[src/rtl/mem_rd_stream_if.sv]
//==============================================================================
// Module      : mem_rd_stream_if
// Description : Bus bundle for mem_rd_stream: start/status handshake, the
//               single-port memory read port and the valid/ready output
//               stream.
//               Optional feature macro: MEM_RD_STRIDE_EN (adds 'stride').
// Ports       : req/base/len[/stride] -> start request (into the reader)
//               busy/done             -> transfer status (out of the reader)
//               mem_en/mem_addr       -> memory read command (out)
//               mem_rdata             -> memory read data, 1-cycle latency (in)
//               out_valid/out_data/out_last, out_ready -> output stream
// Modports    : master - the reader (mem_rd_stream)
//               slave  - the environment (controller, memory, consumer)
// Revision    : 1.0 - initial release
//==============================================================================
`default_nettype none

interface mem_rd_stream_if #(
    parameter int DWIDTH = 16,
    parameter int AWIDTH = 10
);
    logic              req;
    logic [AWIDTH-1:0] base;
    logic [AWIDTH:0]   len;
`ifdef MEM_RD_STRIDE_EN
    logic [AWIDTH-1:0] stride;
`endif
    logic              busy;
    logic              done;
    logic              mem_en;
    logic [AWIDTH-1:0] mem_addr;
    logic [DWIDTH-1:0] mem_rdata;
    logic              out_valid;
    logic              out_ready;
    logic [DWIDTH-1:0] out_data;
    logic              out_last;

`ifdef MEM_RD_STRIDE_EN
    modport master (
        input  req, base, len, stride, mem_rdata, out_ready,
        output busy, done, mem_en, mem_addr, out_valid, out_data, out_last
    );
    modport slave (
        output req, base, len, stride, mem_rdata, out_ready,
        input  busy, done, mem_en, mem_addr, out_valid, out_data, out_last
    );
`else
    modport master (
        input  req, base, len, mem_rdata, out_ready,
        output busy, done, mem_en, mem_addr, out_valid, out_data, out_last
    );
    modport slave (
        output req, base, len, mem_rdata, out_ready,
        input  busy, done, mem_en, mem_addr, out_valid, out_data, out_last
    );
`endif

endinterface : mem_rd_stream_if

`default_nettype wire

[src/rtl/mem_rd_stream.sv]
//==============================================================================
// Module      : mem_rd_stream
// Description : Read-side initiator for the single-port weight/state memory.
//               On req (in IDLE) it reads 'len' words starting at 'base'
//               and streams them out over valid/ready, hiding the memory's
//               one-cycle read latency behind a 2-entry FIFO with credit-based
//               issue so backpressure never drops or duplicates a word.
//               Optional feature macro: MEM_RD_STRIDE_EN - when defined the
//               address increment is the 'stride' latched with req,
//               otherwise it is fixed at 1.
// Ports       : clk  - clock, all state on the rising edge
//               xrst - asynchronous active-low reset
//               bus  - mem_rd_stream_if.master (request, status, memory
//                      read port, output stream)
// Revision    : 1.0 - initial release
//==============================================================================
`default_nettype none

module mem_rd_stream #(
    parameter int DWIDTH = 16,
    parameter int AWIDTH = 10
) (
    input  wire logic            clk,
    input  wire logic            xrst,
    mem_rd_stream_if.master      bus
);

    typedef enum logic [1:0] {
        S_IDLE  = 2'd0,
        S_RUN   = 2'd1,
        S_DRAIN = 2'd2
    } state_t;

    localparam logic [AWIDTH:0] c_CNT_ONE = (AWIDTH+1)'(1);

    state_t            state_q, state_d;
    logic              done_q,  done_d;

    logic [AWIDTH-1:0] addr_q;          // next address to issue
    logic [AWIDTH-1:0] last_addr_q;     // last issued address (held on mem_addr)
    logic [AWIDTH:0]   issue_cnt_q;     // reads still to issue
    logic              inflight_q;      // a read was issued last cycle
    logic              inflight_last_q; // ... and it was the final word
    logic [DWIDTH-1:0] buf_data_q [2];
    logic              buf_last_q [2];
    logic              wr_ptr_q;
    logic              rd_ptr_q;
    logic [1:0]        count_q;         // buffer occupancy 0..2
`ifdef MEM_RD_STRIDE_EN
    logic [AWIDTH-1:0] stride_q;
`endif

    logic              w_start;
    logic              w_hs;
    logic [1:0]        w_pending;
    logic              w_credit;
    logic              w_issue;
    logic              w_issue_last;
    logic [AWIDTH-1:0] w_incr;

`ifdef MEM_RD_STRIDE_EN
    assign w_incr = stride_q;
`else
    assign w_incr = AWIDTH'(1);
`endif

    assign w_start      = (state_q == S_IDLE) && bus.req && (bus.len != '0);
    assign w_hs         = bus.out_valid && bus.out_ready;
    // Words already owned by the buffer: stored plus the one in flight.
    assign w_pending    = count_q + {1'b0, inflight_q};
    // A slot freed by this cycle's handshake can be reused immediately, which
    // is what keeps the stream at full rate with only two entries.
    assign w_credit     = (w_pending < 2'd2) || ((w_pending == 2'd2) && w_hs);
    assign w_issue      = (state_q == S_RUN) && w_credit;
    assign w_issue_last = w_issue && (issue_cnt_q == c_CNT_ONE);

    assign bus.mem_en    = w_issue;
    assign bus.mem_addr  = w_issue ? addr_q : last_addr_q;
    assign bus.busy      = (state_q != S_IDLE);
    assign bus.done      = done_q;
    assign bus.out_valid = (count_q != 2'd0);
    assign bus.out_data  = buf_data_q[rd_ptr_q];
    assign bus.out_last  = bus.out_valid && buf_last_q[rd_ptr_q];

    // Next-state logic
    always_comb begin
        state_d = state_q;
        done_d  = 1'b0;
        unique case (state_q)
            S_IDLE: begin
                if (bus.req) begin
                    if (bus.len != '0) begin
                        state_d = S_RUN;
                    end else begin
                        // Empty transfer: acknowledge without touching memory.
                        done_d = 1'b1;
                    end
                end
            end
            S_RUN: begin
                if (w_issue_last) begin
                    state_d = S_DRAIN;
                end
            end
            S_DRAIN: begin
                if (w_hs && bus.out_last) begin
                    state_d = S_IDLE;
                    done_d  = 1'b1;
                end
            end
            default: state_d = S_IDLE;
        endcase
    end

    // State register
    always_ff @(posedge clk or negedge xrst) begin
        if (!xrst) begin
            state_q <= S_IDLE;
            done_q  <= 1'b0;
        end else begin
            state_q <= state_d;
            done_q  <= done_d;
        end
    end

    // Address generation and read issue bookkeeping
    always_ff @(posedge clk or negedge xrst) begin
        if (!xrst) begin
            addr_q          <= '0;
            last_addr_q     <= '0;
            issue_cnt_q     <= '0;
            inflight_q      <= 1'b0;
            inflight_last_q <= 1'b0;
`ifdef MEM_RD_STRIDE_EN
            stride_q        <= '0;
`endif
        end else begin
            if (w_start) begin
                addr_q      <= bus.base;
                issue_cnt_q <= bus.len;
`ifdef MEM_RD_STRIDE_EN
                stride_q    <= bus.stride;
`endif
            end else if (w_issue) begin
                addr_q      <= addr_q + w_incr;   // wraps modulo 2^AWIDTH
                issue_cnt_q <= issue_cnt_q - c_CNT_ONE;
                last_addr_q <= addr_q;
            end
            inflight_q      <= w_issue;
            inflight_last_q <= w_issue_last;
        end
    end

    // Output FIFO: capture read data the cycle after issue, pop on handshake.
    // Credit control guarantees a free slot whenever a read lands.
    always_ff @(posedge clk or negedge xrst) begin
        if (!xrst) begin
            buf_data_q[0] <= '0;
            buf_data_q[1] <= '0;
            buf_last_q[0] <= 1'b0;
            buf_last_q[1] <= 1'b0;
            wr_ptr_q      <= 1'b0;
            rd_ptr_q      <= 1'b0;
            count_q       <= 2'd0;
        end else begin
            if (inflight_q) begin
                buf_data_q[wr_ptr_q] <= bus.mem_rdata;
                buf_last_q[wr_ptr_q] <= inflight_last_q;
                wr_ptr_q             <= ~wr_ptr_q;
            end
            if (w_hs) begin
                rd_ptr_q <= ~rd_ptr_q;
            end
            unique case ({inflight_q, w_hs})
                2'b10:   count_q <= count_q + 2'd1;
                2'b01:   count_q <= count_q - 2'd1;
                default: count_q <= count_q;
            endcase
        end
    end

endmodule : mem_rd_stream

`default_nettype wire

[src/flat_wrapper.sv]
// flat-port wrapper written by rule: the top's interface ports become plain ports
module mem_rd_stream_flat 
#(
    parameter int DWIDTH = 16,
    parameter int AWIDTH = 10
)
  (clk, xrst, bus_req, bus_base, bus_len, bus_mem_rdata, bus_out_ready, bus_busy, bus_done, bus_mem_en, bus_mem_addr, bus_out_valid, bus_out_data, bus_out_last);
  mem_rd_stream_if #(.DWIDTH(DWIDTH), .AWIDTH(AWIDTH)) bus_i ();
  input  wire logic clk;
  input  wire logic xrst;
  input wire logic [$bits(bus_i.req)-1:0] bus_req;
  input wire logic [$bits(bus_i.base)-1:0] bus_base;
  input wire logic [$bits(bus_i.len)-1:0] bus_len;
  input wire logic [$bits(bus_i.mem_rdata)-1:0] bus_mem_rdata;
  input wire logic [$bits(bus_i.out_ready)-1:0] bus_out_ready;
  output wire logic [$bits(bus_i.busy)-1:0] bus_busy;
  output wire logic [$bits(bus_i.done)-1:0] bus_done;
  output wire logic [$bits(bus_i.mem_en)-1:0] bus_mem_en;
  output wire logic [$bits(bus_i.mem_addr)-1:0] bus_mem_addr;
  output wire logic [$bits(bus_i.out_valid)-1:0] bus_out_valid;
  output wire logic [$bits(bus_i.out_data)-1:0] bus_out_data;
  output wire logic [$bits(bus_i.out_last)-1:0] bus_out_last;
  assign bus_i.req = bus_req;
  assign bus_i.base = bus_base;
  assign bus_i.len = bus_len;
  assign bus_i.mem_rdata = bus_mem_rdata;
  assign bus_i.out_ready = bus_out_ready;
  assign bus_busy = bus_i.busy;
  assign bus_done = bus_i.done;
  assign bus_mem_en = bus_i.mem_en;
  assign bus_mem_addr = bus_i.mem_addr;
  assign bus_out_valid = bus_i.out_valid;
  assign bus_out_data = bus_i.out_data;
  assign bus_out_last = bus_i.out_last;
  mem_rd_stream #(.DWIDTH(DWIDTH), .AWIDTH(AWIDTH)) u_core (.clk(clk), .xrst(xrst), .bus(bus_i));
endmodule
[config.mk]
export PLATFORM = sky130hd
export DESIGN_NAME = mem_rd_stream_flat
export DESIGN_NICKNAME = d
export VERILOG_FILES = /design/src/rtl/mem_rd_stream_if.sv /design/src/rtl/mem_rd_stream.sv /design/src/flat_wrapper.sv
export SDC_FILE = /design/constraint.sdc
export NUM_CORES = 1
export LEC_CHECK = 0
export BUFFER_PORTS_ARGS = -buffer_cell sky130_fd_sc_hd__buf_2
export CORE_MARGIN = 4
export CORE_UTILIZATION = 25
export DETAILED_ROUTE_END_ITERATION = 10
export SLEW_MARGIN = 10
export SYNTH_ARGS = -nofsm -noshare
export SYNTH_HDL_FRONTEND = slang
export SYNTH_SLANG_ARGS = --single-unit
[constraint.sdc]
create_clock -name clk -period 2.6 [get_ports clk]
set_clock_uncertainty 0.15 [all_clocks]
set_input_delay 0.52 -clock clk [delete_from_list [all_inputs] [get_ports clk]]
set_output_delay 0.52 -clock clk [all_outputs]
set_load 0.005 [all_outputs]
==> results by group, run 1 <==
Run status
  • Status: finished, violations left
  • Failing checks: setup timing

Power
  • VDD IR max: 0.622 mV
  • Pwr/cell area: 1350 nW/um^2
  • LEAKAGE: 2.19 nW

Logic synthesis
  • Synthesized area: 3640 um^2
  • Post-synth EDFFs: 0
  • Sequential fraction of the synthesis area: 50.8%
  • Synth unique cells: 56
  • Post-synth top area cell: dfrtp_1
  • Top-area cell type share of the netlist area: 50.8%
  • Mapped Nets: 367
  • Synth warn: 0
  • Top cells by area, synth: dfrtp_1 (51%), mux2_2 (16%), nand2_1 (4.4%)
  • Ys async rst share: 100%
  • Avg Inst Size Synth: 11.4 um^2
  • Most common flop cell mapped by yosys: dfrtp_1
  • Flops & latches, synth: 74
  • Post-Syn Instances: 321

Setup path
  • Critical-path maximum fanout: 5
  • Worst EP arrival: 1960 ps
  • FF-to-FF Start: u_core.count_q[0]
  • Critical path capture point type: output port
  • Worst Path Required: 1930 ps
  • CP startpoint: u_core.count_q[0]
  • Critical path launch point type: flop
  • Setup CP Type: reg2out

STA
  • Setup TNS: -103 ps
  • Endpoints failing hold: 0
  • Least-Margin Pin Slew: 974 ps
  • Relative slew slack: 35.1%
  • RSZ-0062 raised after global routing: yes
  • Min cycle time layout: 2630 ps
  • Period Utilization, post-route: 101%
  • Final WS setup: -33.4 ps
  • Final-report setup violation count: 6
  • Fmax: 380 MHz
  • Max Slew Vio Count: 0

Global route
  • Grt ovf: 0
  • Initial antenna violation count: 0
  • Total Routing Usage GR: 11.5%
  • First-pass GRT wire length: 15100 um
  • Largest net degree at the start of global routing: 75
  • Vias in the first global route: 2964

Floorplan
  • Initial core utilization: 25.9%
  • Die height: 129 um
  • Die ar.: 16600 um^2
  • Core Region: 14100 um^2
  • Overall die width: 129 um
  • Row Count: 43
  • Top-Level Pins: 72

Cells and area
  • Layout cells sized above 1: 46.6%
  • Nets: 464
  • Antenna cells: 0
  • Storage cell area: 1850 um^2
  • Area growth from synthesis to layout: 32.5%
  • Filler cells: 1439
  • Multi-input gate area: 1800 um^2

Routing
  • ANT nets after route: 0
  • Vias: 2841
  • Routed WL per cell: 15.4 um
  • Routed WL: 9260 um
  • Post-DR vias/cell: 4.71
  • DR iter-0 viols: 95
  • Drt pass-1 iters: 4
  • Residual DRC: 0

CTS
  • Clock Tree Buf Depth: 2
  • Clk root buf: clkbuf_16
  • Clock sinks: 74
  • TritonCTS buffer count: 9
  • CTS tree: done
  • H-tree levels: 3
  • Clock transition at path regs: 60 ps
  • Hold buffer count at cts: 0
  • Worst-Skew Late Latency: 330 ps

Placed design
  • RD Place Congestion: 0.814
  • Worst slack, placed: 233 ps
  • DP HPWL: 6370 um
  • PortBufs: 71

Min path
  • Hold Crit Class: in2async

Flow run
  • MaxCap Viol Count: 0
-- Yosys cell counts (2+ instances only) --
library cell and number:
o21ai_1 7, a21oi_1 12, mux2i_1 2, a211o_1 2
buf_2 6, o221ai_1 2, nand2_1 43, a31oi_1 2
or2_2 2, dfrtp_1 74, clkbuf_1 3, nand2b_1 4
or3_1 4, nor3b_1 2, a211oi_1 4, o21ai_0 8
ha_1 5, a221o_1 9, nand3_1 4, and3_1 3
nor3_1 3, nor2_1 12, xnor2_1 5, o221a_2 2
nand3b_1 2, a21o_1 3, mux2_2 51, inv_1 13
xor2_1 4, nor4_2 2
-- final cells by class --
cell class | count | area share [%]
Clock buffer | 11 | 5.23
Clock inverter | 5 | 1.09
Inverter | 14 | 1.35
Multi-Input combinational cell | 223 | 37.2
Sequential cell | 74 | 38.3
Tap cell | 180 | 4.66
Timing Repair Buffer | 96 | 12.1
-- metrics by stage --
| step | hold WS (ps) | cell area [um^2] | total power, mW | utilization (%) | std cells |
|---|---|---|---|---|---|
| after global placement | 303 | 4260 | 4.70 | 30.2 | 572 |
| after CTS | 239 | 4740 | 6.48 | 33.6 | 598 |
| after detailed placement | 307 | 4260 | 4.80 | 30.2 | 572 |
| after floorplan | 74.4 | 3640 | 3.85 | - | 321 |
| final | 178 | 4830 | 6.53 | 34.3 | 603 |
| after global routing | 241 | 4830 | 7.04 | 34.3 | 603 |
-- worst paths after layout --
check / endpoint / slack [ps] / cells after the start
max: bus_mem_addr[9] / -30 / 8
max reg2reg: u_core.issue_cnt_q[7] / 160 / 9
min in group clk: u_core.addr_q[0] / 260 / 3
max in group asynchronous: u_core.bus.done / 1470 / 1
min reg2reg: u_core.last_addr_q[8] / 320 / 2
min: u_core.last_addr_q[3] / 180 / 1
-- cells in the final DEF, fill, tap and decap left out, types with 3 or more instances in the layout --
cell type	Yosys	layout
dfrtp_1	74	74
buf_2	6	70
mux2_2	51	51
nand2_1	43	31
buf_4	0	20
inv_1	13	13
a21oi_1	12	12
nor2_1	12	11
a221o_1	9	9
clkbuf_16	0	9
o21ai_0	8	8
nand2_2	0	8
xnor2_1	5	5
nand2_4	0	4
or3_1	4	4
o21ai_1	7	4
a211oi_1	4	4
nand3_1	4	4
ha_1	5	4
nor3_1	3	3
and3_1	3	3
nand2b_1	4	3
xor2_1	4	3
a21o_1	3	3
clkinv_2	0	3
buf_6	0	3
-- layer usage --
layer  vias up  global-route usage [%]  wire, um
met5         -                       0         0
met4         0                    2.59        74
met3         7                    3.74       562
li1       1358                       -         -
met2        80                    19.2      4500
met1      1396                    14.6      4120
-- critical path, cell delays in order, from the launching register on --
cell	delay, ps
dfrtp_1	420
ha_4	250
nand2b_4	130
a211o_1	300
buf_8	150
buf_12	130
nand2_4	70
o21ai_4	50
buf_2	130
-- state kept, by name (all words and copies together) (netlist names) --
register,flops
u_core.count_q,2
u_core.inflight_last_q,1
u_core.buf_last_q,2
u_core.last_addr_q,10
u_core.inflight_q,1
u_core.addr_q,10
u_core.state_q,2
u_core.rd_ptr_q,1
u_core.bus.done,1
u_core.issue_cnt_q,11
u_core.buf_data_q,32
u_core.wr_ptr_q,1
-- cell families after synthesis --
| kind of cell | synth area share (%) |
|---|---|
| buffers and inverters | 2.68 |
| adders and majority gates | 1.72 |
| xor gates and xnor gates | 2.16 |
| and+or+nand+nor | 13.7 |
| muxes | 16.3 |
| AOI/OAI and AO/OA | 12.6 |
| DFF | 50.8 |
-- where the power goes --
part           switching, mW  internal (mW)
Clock                  0.475          0.790
Sequential             0.471           1.71
Combinational           1.42           1.66
Total                   2.36           4.17
-- repair_timing --
item,CTS,global route
buffers inserted,10,5
resized for setup,25,12
pin swaps,5,7
endpoints found under the setup margin,11,12
No activity file was read; power rests on OpenSTA's default activity.
==> run 2: changes to the inputs <==
--- a/constraint.sdc
+++ b/constraint.sdc
@@ -4,2 +4,2 @@
 set_output_delay 0.52 -clock clk [all_outputs]
-set_load 0.005 [all_outputs]
+set_load 0.02 [all_outputs]
==> run 2 against run 1 <==
  * The run still ends with setup timing left
  * Register-to-register slack improved by 50 ps
  * Combinational power rose by 22%
  * Sequential power barely moved
  * Maximum frequency rose by 0.20%
  * Global-route usage fell by 0.17 points
  * Final area rose by 2.1%
  * Power rose by 10%
  * Critical endpoint unchanged
  * Largest power group unchanged
==> results by group, run 2 (synthesized netlist as in run 1, its figures left out) <==
Floorplan
  • Die height: 129 um (unchanged)
  • Top-Level Pins: 72 (unchanged)
  • Core Region: 14100 um^2 (unchanged)
  • Overall die width: 129 um (unchanged)
  • Initial core utilization: 25.9% (unchanged)
  • Die ar.: 16600 um^2 (unchanged)
  • Row Count: 43 (unchanged)

Power
  • VDD IR max: 0.775 mV (+25%)
  • Pwr/cell area: 1460 nW/um^2 (+7.8%)
  • Total power: 7.19 mW (+10%)
  • LEAKAGE: 2.21 nW (+0.98%)

Routing
  • Drt pass-1 iters: 4 (unchanged)
  • Routed WL per cell: 15.3 um (-0.42%)
  • Vias: 2895 (+1.9%)
  • ANT nets after route: 0 (unchanged)
  • Routed WL: 9210 um (-0.58%)
  • Post-DR vias/cell: 4.81 (+2.1%)
  • Residual DRC: 0 (unchanged)
  • DR iter-0 viols: 135 (+42%)

Setup path
  • Max stage delay cell, worst path: dfrtp_2
  • Crit-path cells: ha_4 > nand2b_4 > a211o_4 > buf_12 > o21ai_4 > buf_6
  • Setup CP Type: reg2out
  • Critical path capture point type: output port
  • Slowest stage delay, CP: 430 ps (about the same)
  • Worst EP arrival: 1960 ps (about the same)
  • Critical-path maximum fanout: 6 (+1)
  • Worst Path Required: 1930 ps (about the same)
  • R2R depth: 7 (-2)
  • Critical path launch point type: flop
  • RR Endpoint: u_core.addr_q[6]
  • FF-to-FF Start: u_core.count_q[0]
  • Worst reg-to-reg setup slack: 210 ps (+50 ps)

STA
  • Relative slew slack: 36.6% (+1.5 points)
  • Final WS setup: -28.0 ps (+5.37 ps)
  • Least-Margin Pin Slew: 951 ps (-22.9 ps)
  • RSZ-0062 raised after global routing: yes
  • Final-report setup violation count: 4 (-2)
  • Endpoints failing hold: 0 (unchanged)
  • Min cycle time layout: 2630 ps (-5.37 ps)
  • Worst hold slack: 193 ps (+14.7 ps)
  • Max Slew Vio Count: 0 (unchanged)
  • Fmax: 381 MHz (+0.20%)
  • Period Utilization, post-route: 101% (-0.21 points)

Cells and area
  • Fin cells: 602 (-0.17%)
  • Area growth from synthesis to layout: 35.4%
  • Most flop-heavy register: u_core.buf_data_q
  • Layout cells sized above 1: 48.8% (+2.2 points)
  • Commonest cells after routing, fill and taps aside: dfrtp_1 (73), buf_2 (59), mux2_2 (51)
  • Final Cell Area: 4930 um^2 (+2.1%)
  • Antenna cells: 0 (unchanged)
  • Number of flip-flops in the largest register: 32 (unchanged)
  • Regs by FF count: u_core.buf_data_q (32), u_core.issue_cnt_q (11)
  • Nets: 463 (-0.22%)
  • Commonest non-fill, non-tap cell in the layout: dfrtp_1

CTS
  • Clock transition at path regs: 60 ps (about the same)
  • TritonCTS buffer count: 9 (unchanged)
  • Worst-Skew Late Latency: 330 ps (about the same)
  • Clk root buf: clkbuf_16
  • Clock sinks: 74 (unchanged)
  • H-tree levels: 3 (unchanged)
  • Clock Tree Buf Depth: 2 (unchanged)
  • CTS tree: done

Placed design
  • Dpl cells: 572 (unchanged)
  • RD Place Congestion: 0.828 (+1.8%)
  • Worst slack, placed: 154 ps (-79.2 ps)
  • PortBufs: 71 (unchanged)
  • DP HPWL: 6280 um (-1.5%)
  • Dpl cell area: 4260 um^2 (unchanged)

Run status
  • Status: finished, violations left
  • Failing checks: setup timing

Global route
  • Largest net degree at the start of global routing: 75 (unchanged)
  • Total Routing Usage GR: 11.3% (-0.17 points)
  • Initial antenna violation count: 0 (unchanged)
  • Vias in the first global route: 3025 (+2.1%)
  • Grt ovf: 0 (unchanged)
  • First-pass GRT wire length: 15000 um (-0.68%)

Flow run
  • MaxCap Viol Count: 0 (unchanged)

Min path
  • Hold Crit Class: in2async
## run 2: changes by cell type in the layout (fill, tap and decap cells not counted), sizes merged
cell | previous run | this run
clkbuf | 11 | 9
buf | 96 | 95
clkinv | 4 | 6
## run 2: what timing repair did
item / CTS / global route
setup endpoints to repair: 11 / 10
setup buffers: 7 / 6
hold buffers: 0 / 0
resized for setup: 54 / 20
pin swaps: 8 / 12
cloned: 1 / 0
## run 2: layout make-up
cell class / instances / area, um^2
fillers: 1437 / 9160
multi-input cells: 223 / 1860
flip-flops and latches: 74 / 1850
repair buffers: 95 / 636
clock buffers: 9 / 225
well taps: 180 / 225
clock inverters: 7 / 70.1
inverters: 14 / 65.1
## run 2: worst max-delay path by stage
stage / depth (start not counted) / from / end
after floorplan: 6 / u_core.count_q[0] / bus_mem_addr[1]
after global placement: 7 / u_core.count_q[0] / bus_mem_addr[6]
after detailed placement: 7 / u_core.count_q[0] / bus_mem_addr[7]
after CTS: 6 / u_core.inflight_q / bus_mem_addr[9]
after global routing: 6 / u_core.count_q[0] / bus_mem_addr[1]
final: 6 / u_core.count_q[0] / bus_mem_addr[9]
## run 2: critical path: cells and delay by family, from the launching register on
family          cells  cell delay, ps
compound gates      2             510
fa+ha+maj           1             230
buf+inv             2             300
flops               1             430
simple gates        1             140
## run 2: power by group
part	switching (mW)	internal, mW	leakage [nW]	total (mW)
clock	0.495	0.741	0.145	1.24
sequential	0.483	1.71	0.893	2.20
combinational	1.90	1.86	1.18	3.76
## run 2: routing by layer
layer | track usage, % | routed length, um | vias up
met5 | 0 | 0 | -
met1 | 14.2 | 4020 | 1441
met4 | 3.21 | 115 | 0
met2 | 19.2 | 4540 | 81
met3 | 3.20 | 530 | 14
li1 | - | - | 1359
## run 2: per-stage QoR
step	util, %	TNS (ps)
4_1_cts	34.1	-334
3_3_place_gp	30.2	0
6_report	35.0	-78.8
5_1_grt	35.0	-735
2_1_floorplan	-	0
3_5_place_dp	30.2	0
==> run 3: changes to the inputs <==
--- a/config.mk
+++ b/config.mk
@@ -8,3 +8,3 @@
 export BUFFER_PORTS_ARGS = -buffer_cell sky130_fd_sc_hd__buf_2
-export CORE_MARGIN = 4
+export CORE_MARGIN = 10
 export CORE_UTILIZATION = 25
==> constraint.sdc (replaced) <==
create_clock -name clk -period 2.6 [get_ports clk]
set_clock_uncertainty 0.15 [all_clocks]
set_input_delay 0.39 -clock clk [delete_from_list [all_inputs] [get_ports clk]]
set_output_delay 0.39 -clock clk [all_outputs]
set_load 0.02 [all_outputs]
==> run 3 against run 2 <==
  * The run now ends clean
  * Cell count decreased by 0.66%
  * Maximum frequency up 3.6%
  * Non-clock buffer count is 8 lower
  * Combinational power is 6.6% lower
  * Global-route usage shrank 1.7 points
  * Via count decreased by 2.1%
==> results by group, run 3 (synthesized netlist as in run 1, its figures left out) <==
Floorplan
  • Core Region: 14400 um^2 (+2.3%)
  • Top-Level Pins: 72 (unchanged)
  • Die ar.: 19800 um^2 (+20%)
  • Overall die width: 141 um (+9.3%)
  • Die height: 141 um (+9.3%)
  • Initial core utilization: 25.3% (-0.59 points)
  • Row Count: 44 (+2.3%)

CTS
  • Worst-Skew Late Latency: 340 ps (about the same)
  • CTS tree: done
  • TritonCTS buffer count: 9 (unchanged)
  • Clock Tree Buf Depth: 2 (unchanged)
  • Clock transition at path regs: 60 ps (about the same)
  • Hold buffer count at cts: 0 (unchanged)
  • Clk root buf: clkbuf_16
  • Clock sinks: 74 (unchanged)
  • H-tree levels: 3 (unchanged)

Power
  • Total power: 6.91 mW (-4.0%)
  • Pwr/cell area: 1450 nW/um^2 (-0.76%)
  • VDD IR max: 0.694 mV (-11%)
  • LEAKAGE: 2.16 nW (-2.5%)

Routing
  • WL met3: 710 um (+34%)
  • Post-DR vias/cell: 4.74 (-1.5%)
  • Routed WL per cell: 16.0 um (+4.5%)
  • Vias: 2834 (-2.1%)
  • Routed WL: 9550 um (+3.8%)
  • ANT nets after route: 0 (unchanged)
  • Residual DRC: 0 (unchanged)
  • Drt pass-1 iters: 4 (unchanged)
  • DR iter-0 viols: 191 (+41%)
  • Met2 wire len: 4650 um (+2.4%)
  • Top layer in use: met4
  • WL met1: 4090 um (+1.7%)

Cells and area
  • Nets: 455 (-1.7%)
  • Commonest cells after routing, fill and taps aside: dfrtp_1 (73), buf_2 (64), mux2_2 (51)
  • Util after Layout: 33.1% (-1.9 points)
  • Most flop-heavy register: u_core.buf_data_q
  • Commonest non-fill, non-tap cell in the layout: dfrtp_1
  • Regs by FF count: u_core.buf_data_q (32), u_core.issue_cnt_q (11)
  • Antenna cells: 0 (unchanged)
  • Area growth from synthesis to layout: 31.0%
  • Number of flip-flops in the largest register: 32 (unchanged)
  • Layout cells sized above 1: 43.7% (-5.1 points)

Global route
  • Initial antenna violation count: 0 (unchanged)
  • Total Routing Usage GR: 9.68% (-1.7 points)
  • First-pass GRT wire length: 15600 um (+3.5%)
  • Grt ovf: 0 (unchanged)
  • Vias in the first global route: 2982 (-1.4%)
  • Largest net degree at the start of global routing: 75 (unchanged)

STA
  • Max Slew Vio Count: 0 (unchanged)
  • Least-Margin Pin Slew: 968 ps (+16.8 ps)
  • Min cycle time layout: 2540 ps (-92.2 ps)
  • Final WS setup: 64.2 ps (+92.2 ps)
  • Relative slew slack: 35.5% (-1.1 points)
  • Worst hold slack: 41.6 ps (-151 ps)
  • Fmax: 394 MHz (+3.6%)
  • Period Utilization, post-route: 97.5% (-3.5 points)
  • Endpoints failing hold: 0 (unchanged)
  • Setup TNS: 0 ps (+78.8 ps)
  • Final-report setup violation count: 0 (-4)

Setup path
  • Worst reg-to-reg setup slack: 260 ps (+50 ps)
  • R2R depth: 7 (unchanged)
  • FF-to-FF Start: u_core.count_q[0]
  • RR Endpoint: u_core.addr_q[7]
  • Worst EP arrival: 2000 ps (+40 ps)
  • Critical path launch point type: flop
  • Critical path capture point type: output port
  • Critical-path maximum fanout: 5 (-1)
  • Worst Path Required: 2060 ps (+130 ps)
  • Setup CP Type: reg2out

Placed design
  • DP HPWL: 6710 um (+6.9%)
  • RD Place Congestion: 0.834 (+0.75%)
  • PortBufs: 71 (unchanged)
  • Worst slack, placed: 242 ps (+88.6 ps)

Min path
  • Hold Crit Class: in2async

Run status
  • Status: finished, final reports clean

Flow run
  • MaxCap Viol Count: 0 (unchanged)
## run 3: cell count changes in the layout (fill, tap and decap cells not counted), sizes merged
| cell | before | now |
|---|---|---|
| bufbuf | 0 | 1 |
| buf | 95 | 85 |
| inv | 13 | 14 |
| clkinv | 6 | 5 |
| clkbuf | 9 | 11 |
| clkinvlp | 1 | 0 |
## run 3: area by class of cell
| class | instances | area [um^2] |
|---|---|---|
| repair buffers | 87 | 563 |
| fillers | 1468 | 9650 |
| clock buffers | 10 | 239 |
| flip-flops and latches | 74 | 1850 |
| well taps | 184 | 230 |
| inverters | 14 | 57.6 |
| clock inverters | 6 | 66.3 |
| multi-input cells | 223 | 1770 |
## run 3: worst max-delay path by stage
stage,cells after the start,to,start,slack [ps]
2_1_floorplan,6,bus_mem_addr[1],u_core.count_q[0],200
5_1_grt,7,bus_mem_addr[6],u_core.count_q[0],-4
6_report,7,bus_mem_addr[6],u_core.count_q[0],60
3_3_place_gp,7,u_core.issue_cnt_q[7],u_core.count_q[0],280
4_1_cts,7,bus_mem_addr[9],u_core.count_q[0],20
3_5_place_dp,7,u_core.issue_cnt_q[0],u_core.count_q[0],240
## run 3: metrics by stage
stage | area [um^2] | instances
after floorplan | 3640 | 321
after global placement | 4250 | 574
after detailed placement | 4250 | 574
after CTS | 4670 | 595
after global routing | 4780 | 598
final | 4780 | 598
## run 3: critical path: stages, from the launching register on
cell	delay (ps)
dfrtp_2	430
ha_4	230
nand2b_4	140
a211o_4	390
clkbuf_16	180
nand2_2	70
nand2_1	60
buf_4	160
## run 3: where the power goes
group / internal, mW / leakage (nW) / switching [mW]
combinational: 1.68 / 1.11 / 1.83
clock: 0.770 / 0.152 / 0.493
sequential: 1.71 / 0.893 / 0.416
total: 4.17 / 2.16 / 2.74
## run 3: what timing repair did
| item | 4_1_cts | 5_1_grt |
|---|---|---|
| endpoints found under the setup margin | 10 | 10 |
| pin swaps | 1 | 1 |
| gates resized for setup | 15 | 15 |
| gates cloned | 1 | 1 |
| setup buffers | 4 | 2 |
## run 3: routing by layer
layer	vias to the layer above	global-route usage, %
li1	1349	-
met1	1383	11.6
met2	91	15.9
met3	11	3.36
met4	0	3.10
met5	-	0
